--- src/rtl/ppu_vram_port.sv ---
// CPU-side VRAM access port: PPUCTRL increment, PPUADDR double-write latch, PPUDATA read/write path.
// Optional feature macro PPU_VRAM_INC32_EN: when defined, ctrl[2] selects a +32 address increment.
module ppu_vram_port #(
    parameter int VRAM_AW = 14
) (
    input  logic               clk,
    input  logic               rst,
    input  logic               cpu_sel,
    input  logic               cpu_r_nw,
    input  logic [1:0]         cpu_reg,
    input  logic [7:0]         cpu_din,
    output logic [7:0]         cpu_dout,
    output logic               busy,
    output logic [VRAM_AW-1:0] vram_addr,
    output logic               vram_wr,
    output logic [7:0]         vram_din,
    input  logic [7:0]         vram_dout
);

    typedef enum logic [1:0] {
        ST_IDLE = 2'd0,
        ST_WR   = 2'd1,
        ST_RA   = 2'd2,
        ST_RC   = 2'd3
    } state_t;

    localparam logic [1:0] REG_CTRL   = 2'd0;
    localparam logic [1:0] REG_STATUS = 2'd1;
    localparam logic [1:0] REG_ADDR   = 2'd2;
    localparam logic [1:0] REG_DATA   = 2'd3;

    state_t             r_state;
    state_t             w_state_nxt;
    logic [VRAM_AW-1:0] r_v;
    logic [5:0]         r_t_hi;
    logic               r_w;
    logic [7:0]         r_ctrl;
    logic [7:0]         r_rbuf;
    logic [7:0]         r_cpu_dout;
    logic [7:0]         r_wdata;

    logic               w_accept;
    logic               w_ctrl_wr;
    logic               w_ctrl_rd;
    logic               w_status_rd;
    logic               w_addr_wr;
    logic               w_addr_rd;
    logic               w_data_wr;
    logic               w_data_rd;
    logic               w_step;
    logic [VRAM_AW-1:0] w_inc;
    logic [VRAM_AW-1:0] w_v_load;

    // Strobes arriving while a VRAM sequence runs are dropped here, before any decode.
    assign w_accept    = cpu_sel && (r_state == ST_IDLE);
    assign w_ctrl_wr   = w_accept && (cpu_reg == REG_CTRL)   && !cpu_r_nw;
    assign w_ctrl_rd   = w_accept && (cpu_reg == REG_CTRL)   &&  cpu_r_nw;
    assign w_status_rd = w_accept && (cpu_reg == REG_STATUS) &&  cpu_r_nw;
    assign w_addr_wr   = w_accept && (cpu_reg == REG_ADDR)   && !cpu_r_nw;
    assign w_addr_rd   = w_accept && (cpu_reg == REG_ADDR)   &&  cpu_r_nw;
    assign w_data_wr   = w_accept && (cpu_reg == REG_DATA)   && !cpu_r_nw;
    assign w_data_rd   = w_accept && (cpu_reg == REG_DATA)   &&  cpu_r_nw;

    assign w_step   = (r_state == ST_WR) || (r_state == ST_RC);
    assign w_v_load = VRAM_AW'({r_t_hi, cpu_din});

`ifdef PPU_VRAM_INC32_EN
    assign w_inc = r_ctrl[2] ? VRAM_AW'(7'd32) : VRAM_AW'(1'b1);
`else
    assign w_inc = VRAM_AW'(1'b1);
`endif

    assign cpu_dout  = r_cpu_dout;
    assign busy      = (r_state != ST_IDLE);
    assign vram_addr = r_v;
    assign vram_wr   = (r_state == ST_WR);
    assign vram_din  = r_wdata;

    // Sequence state register.
    always_ff @(posedge clk or posedge rst) begin
        if (rst) begin
            r_state <= ST_IDLE;
        end else begin
            r_state <= w_state_nxt;
        end
    end

    // Next-state decode for the DATA access sequences.
    always_comb begin
        w_state_nxt = r_state;
        case (r_state)
            ST_IDLE: begin
                if (w_data_wr) begin
                    w_state_nxt = ST_WR;
                end else if (w_data_rd) begin
                    w_state_nxt = ST_RA;
                end else begin
                    w_state_nxt = ST_IDLE;
                end
            end
            ST_WR:   w_state_nxt = ST_IDLE;
            ST_RA:   w_state_nxt = ST_RC;
            ST_RC:   w_state_nxt = ST_IDLE;
            default: w_state_nxt = ST_IDLE;
        endcase
    end

    // Current VRAM address: post-access increment or second ADDR write load.
    always_ff @(posedge clk or posedge rst) begin
        if (rst) begin
            r_v <= '0;
        end else if (w_step) begin
            r_v <= r_v + w_inc;
        end else if (w_addr_wr && r_w) begin
            r_v <= w_v_load;
        end
    end

    // ADDR high-byte latch and the shared write toggle (cleared by a STATUS read).
    always_ff @(posedge clk or posedge rst) begin
        if (rst) begin
            r_t_hi <= 6'd0;
            r_w    <= 1'b0;
        end else if (w_status_rd) begin
            r_w <= 1'b0;
        end else if (w_addr_wr) begin
            if (!r_w) begin
                r_t_hi <= cpu_din[5:0];
            end
            r_w <= ~r_w;
        end
    end

    // PPUCTRL register.
    always_ff @(posedge clk or posedge rst) begin
        if (rst) begin
            r_ctrl <= 8'h00;
        end else if (w_ctrl_wr) begin
            r_ctrl <= cpu_din;
        end
    end

    // CPU read data; holds until the next accepted read.
    always_ff @(posedge clk or posedge rst) begin
        if (rst) begin
            r_cpu_dout <= 8'h00;
        end else if (w_ctrl_rd) begin
            r_cpu_dout <= r_ctrl;
        end else if (w_status_rd || w_addr_rd) begin
            r_cpu_dout <= 8'h00;
        end else if (w_data_rd) begin
            r_cpu_dout <= r_rbuf;
        end
    end

    // One-deep read buffer, filled one cycle after the address is presented.
    always_ff @(posedge clk or posedge rst) begin
        if (rst) begin
            r_rbuf <= 8'h00;
        end else if (r_state == ST_RC) begin
            r_rbuf <= vram_dout;
        end
    end

    // Write data captured at the DATA write strobe.
    always_ff @(posedge clk or posedge rst) begin
        if (rst) begin
            r_wdata <= 8'h00;
        end else if (w_data_wr) begin
            r_wdata <= cpu_din;
        end
    end

endmodule

--- config.mk ---
export PLATFORM = sky130hd
export DESIGN_NAME = ppu_vram_port
export DESIGN_NICKNAME = d
export VERILOG_FILES = /design/src/rtl/ppu_vram_port.sv
export SDC_FILE = /design/constraint.sdc
export NUM_CORES = 1
export LEC_CHECK = 0
export BUFFER_PORTS_ARGS = -buffer_cell sky130_fd_sc_hd__buf_4
export CORE_MARGIN = 5
export CORE_UTILIZATION = 53
export DETAILED_ROUTE_END_ITERATION = 12
export GPL_TIMING_DRIVEN = 0
export PLACE_DENSITY = 0.78
export SLEW_MARGIN = 25
export SYNTH_ARGS = -nofsm -noshare
export SYNTH_HDL_FRONTEND = slang
export SYNTH_SLANG_ARGS = --single-unit
--- constraint.sdc ---
create_clock -name clk -period 2.1 [get_ports clk]
set_input_delay 0 -clock clk [delete_from_list [all_inputs] [get_ports clk]]
set_output_delay 0 -clock clk [all_outputs]
set_load 0.01 [all_outputs]
==> flow_summary.ini <==
[route]
ant_nets = 0
drt_first_iter_violations = 108
vias = 2009
via_per_inst = 5.86
routedWlPerCell_um = 17.1
first_pass_iters = 5
drc = 0
wirelength_um = 5850

[placed_design]
io_buffers = 53
placed_area_um2 = 2910
dpl.hpwl_um = 4150
gp_congestion = 0.883

[setup_path]
r2r_cells = 6
path_buf_inv = 2
worst-r2r-setup-slack_ps = 90
critPathCaptureType = flip-flop
startpoint_type = flip-flop
r2r-start = r_state[0]
slowest_stage = dfrtp_1
max_stage_delay_ps = 520
r2r-end = vram_addr[4]
startpoint = r_state[0]
crit_path_end = vram_addr[4]
cp_top_family = compound AO/OA/AOI/OAI gates
crit_path_max_fanout = 10
worstPathRequired_ps = 2300
path_depth = 6
crit_arrival_ps = 2210
criticalPathCategory = flip-flop to flip-flop
crit_path_cell_trace = nor4b_4 > buf_4 > a31oi_1 > buf_2 > a21o_1 > a221o_1

[synth]
synth_ff_type = dfrtp_1
synth.avg_cell_area_um2 = 11.6
synthAdderAreaFrac_pct = 0.511
ys_seq_area_share_pct = 56.2
synth_compound_area_share_pct = 13.6
synth_xor_area_share_pct = 0.358
synth.largest_area_cell = dfrtp_1
syn_nets = 234
yosysWarnings = 0
synthArstFlopShare_pct = 100
synth_mux_area_share_pct = 13.8
synth_top_family_by_area = multiplexers
synthTopCellsByCount = dfrtp_1, mux2_2, nor2_1
yosys.area_share.simple_pct = 12.8
synth-edff-count = 0
syn-instance-count = 211
yosys-top-cells-area = dfrtp_1, mux2_2, a22oi_1
synth_most_common_cell = dfrtp_1
synth-seq-cells = 55
synth_top_area_share_pct = 56.2
netlist_area_um2 = 2450
yosys.cell_types.count = 31

[finish]
nFillCells = 329
utilization_pct = 73.6
area_growth_pct = 32.7
ff_latch_area_um2 = 1380
multi_input_area_um2 = 1010
layout-drive-gt1-share_pct = 33.3
final_area_um2 = 3250
diodes = 0
nets = 313

[clock_network]
clockBufferDepth = 2
clkTransAtPathRegs_ps = 100
cts_buffers = 5
clockRootBuffer = clkbuf_8
cts_tree = yes
htreeDepth = 2
clk_latency_ps = 310
cts_sinks = 55

[run]
max_cap_viol_count = 0

[timing]
finalCritPeriodShare_pct = 95.6
whs_ps = 58.8
final.setup_skew_ps = 8.39
setup_viol = 0
fmax_mhz = 498
hold_viol = 0
worst_pin_slew_ps = 663
finalCriticalPeriod_ps = 2010
slew_headroom_pct = 55.8
drv_slew = 0

[run_status]
status = finished clean

[floorplanning]
io_pins = 54
dieArea_um2 = 6080
core-area_um2 = 4410
die_w_um = 78.0
fp.dieH_um = 78.0
initial_utilization_pct = 55.5
rows = 24

[grt]
grt_use_total_pct = 21.0
grt_overflow_total = 0
first_global_vias = 2123
antenna_found_initial = 0
grt_pass1_wl_um = 10400
grt_max_degree = 56

[min_path]
hold_class = primary input to flip-flop

[power]
p_per_area_nw_per_um2 = 1310
ir_drop_mv = 0.777
p_total_uw = 4260
static-leakage-power_uw = 0.00145
-- logic make-up after synthesis --
logic type / count (synthesis)
muxes: 30
adders and majority gates: 1
xor gates and xnor gates: 1
AOI/OAI and AO/OA: 48
and+or+nand+nor: 59
DFF: 55
buffers and inverters: 17
-- worst min-delay path, cell delays in order --
cell	delay [ps]
buf_4	100
nand4b_1	80
nand2_1	80
a211oi_1	70
-- worst min path at each step --
stage | from | to | slack, ps | cells past startpoint
final | cpu_reg[0] | r_w | 60 | 4
after global routing | cpu_reg[0] | r_w | 80 | 4
after CTS | cpu_reg[0] | r_w | 60 | 4
after detailed placement | rst | r_rbuf[6] | 160 | 2
after global placement | vram_dout[0] | r_rbuf[0] | 240 | 2
after floorplan | cpu_r_nw | r_w | 90 | 1
-- sequential cells by signal (all words and copies together), names as in the netlist --
name and cells:
r_state 2, r_rbuf 8, r_ctrl 8, r_t_hi 6
vram_din 8, r_w 1, cpu_dout 8, vram_addr 14
-- report_power, final --
group | switching [uW] | leakage, uW | internal (uW) | total [uW]
Clock | 337 | 0.0000654 | 476 | 813
Combinational | 728 | 0.000716 | 844 | 1570
Sequential | 343 | 0.000669 | 1530 | 1870
-- layout by cell type (no fill, tap or decap), types with 4 or more instances in the layout --
| master | count |
|---|---|
| nand3_1 | 9 |
| nand4_1 | 4 |
| nor2_1 | 15 |
| dfrtp_1 | 55 |
| a21o_1 | 4 |
| o21ai_0 | 5 |
| o311ai_0 | 4 |
| a221o_1 | 5 |
| nand2_1 | 14 |
| a22oi_1 | 11 |
| clkbuf_1 | 7 |
| buf_4 | 55 |
| inv_1 | 5 |
| dlygate4sd3_1 | 19 |
| a31oi_1 | 4 |
| clkbuf_8 | 5 |
| a21oi_1 | 10 |
| mux2_2 | 30 |
-- stage by stage --
| stage | setup TNS [ps] | instances | setup slack [ps] |
|---|---|---|---|
| 6_report | 0 | 343 | 91.9 |
| 5_1_grt | -0.874 | 343 | -0.874 |
| 4_1_cts | 0 | 343 | 34.1 |
| 3_5_place_dp | 0 | 316 | 68.8 |
| 3_3_place_gp | 0 | 316 | 65.4 |
| 2_1_floorplan | 0 | 211 | 365 |
-- routing by layer --
layer / GRT usage [%] / vias up / wire (um)
met4: 5.91 / 0 / 103
li1: - / 944 / -
met1: 29.0 / 981 / 2520
met2: 33.8 / 73 / 2830
met5: 0 / - / 0
met3: 4.17 / 11 / 393
-- area by class of cell --
class	count	area share, %
Buffer	9	1.23
Clock buffer	6	2.23
Clock inverter	2	1.85
Inverter	6	0.770
Multi-Input combinational cell	139	31.0
Sequential cell	55	42.4
Tap cell	52	2.00
Timing Repair Buffer	74	18.6
-- timing repair --
item | in CTS | in global routing
resized for setup | 0 | 3
endpoints found under the hold margin | 94 | 0
endpoints found under the setup margin | 0 | 20
hold buffers | 19 | 0
setup buffers | 0 | 2
Note: power is estimated with default switching activity, not from simulation.
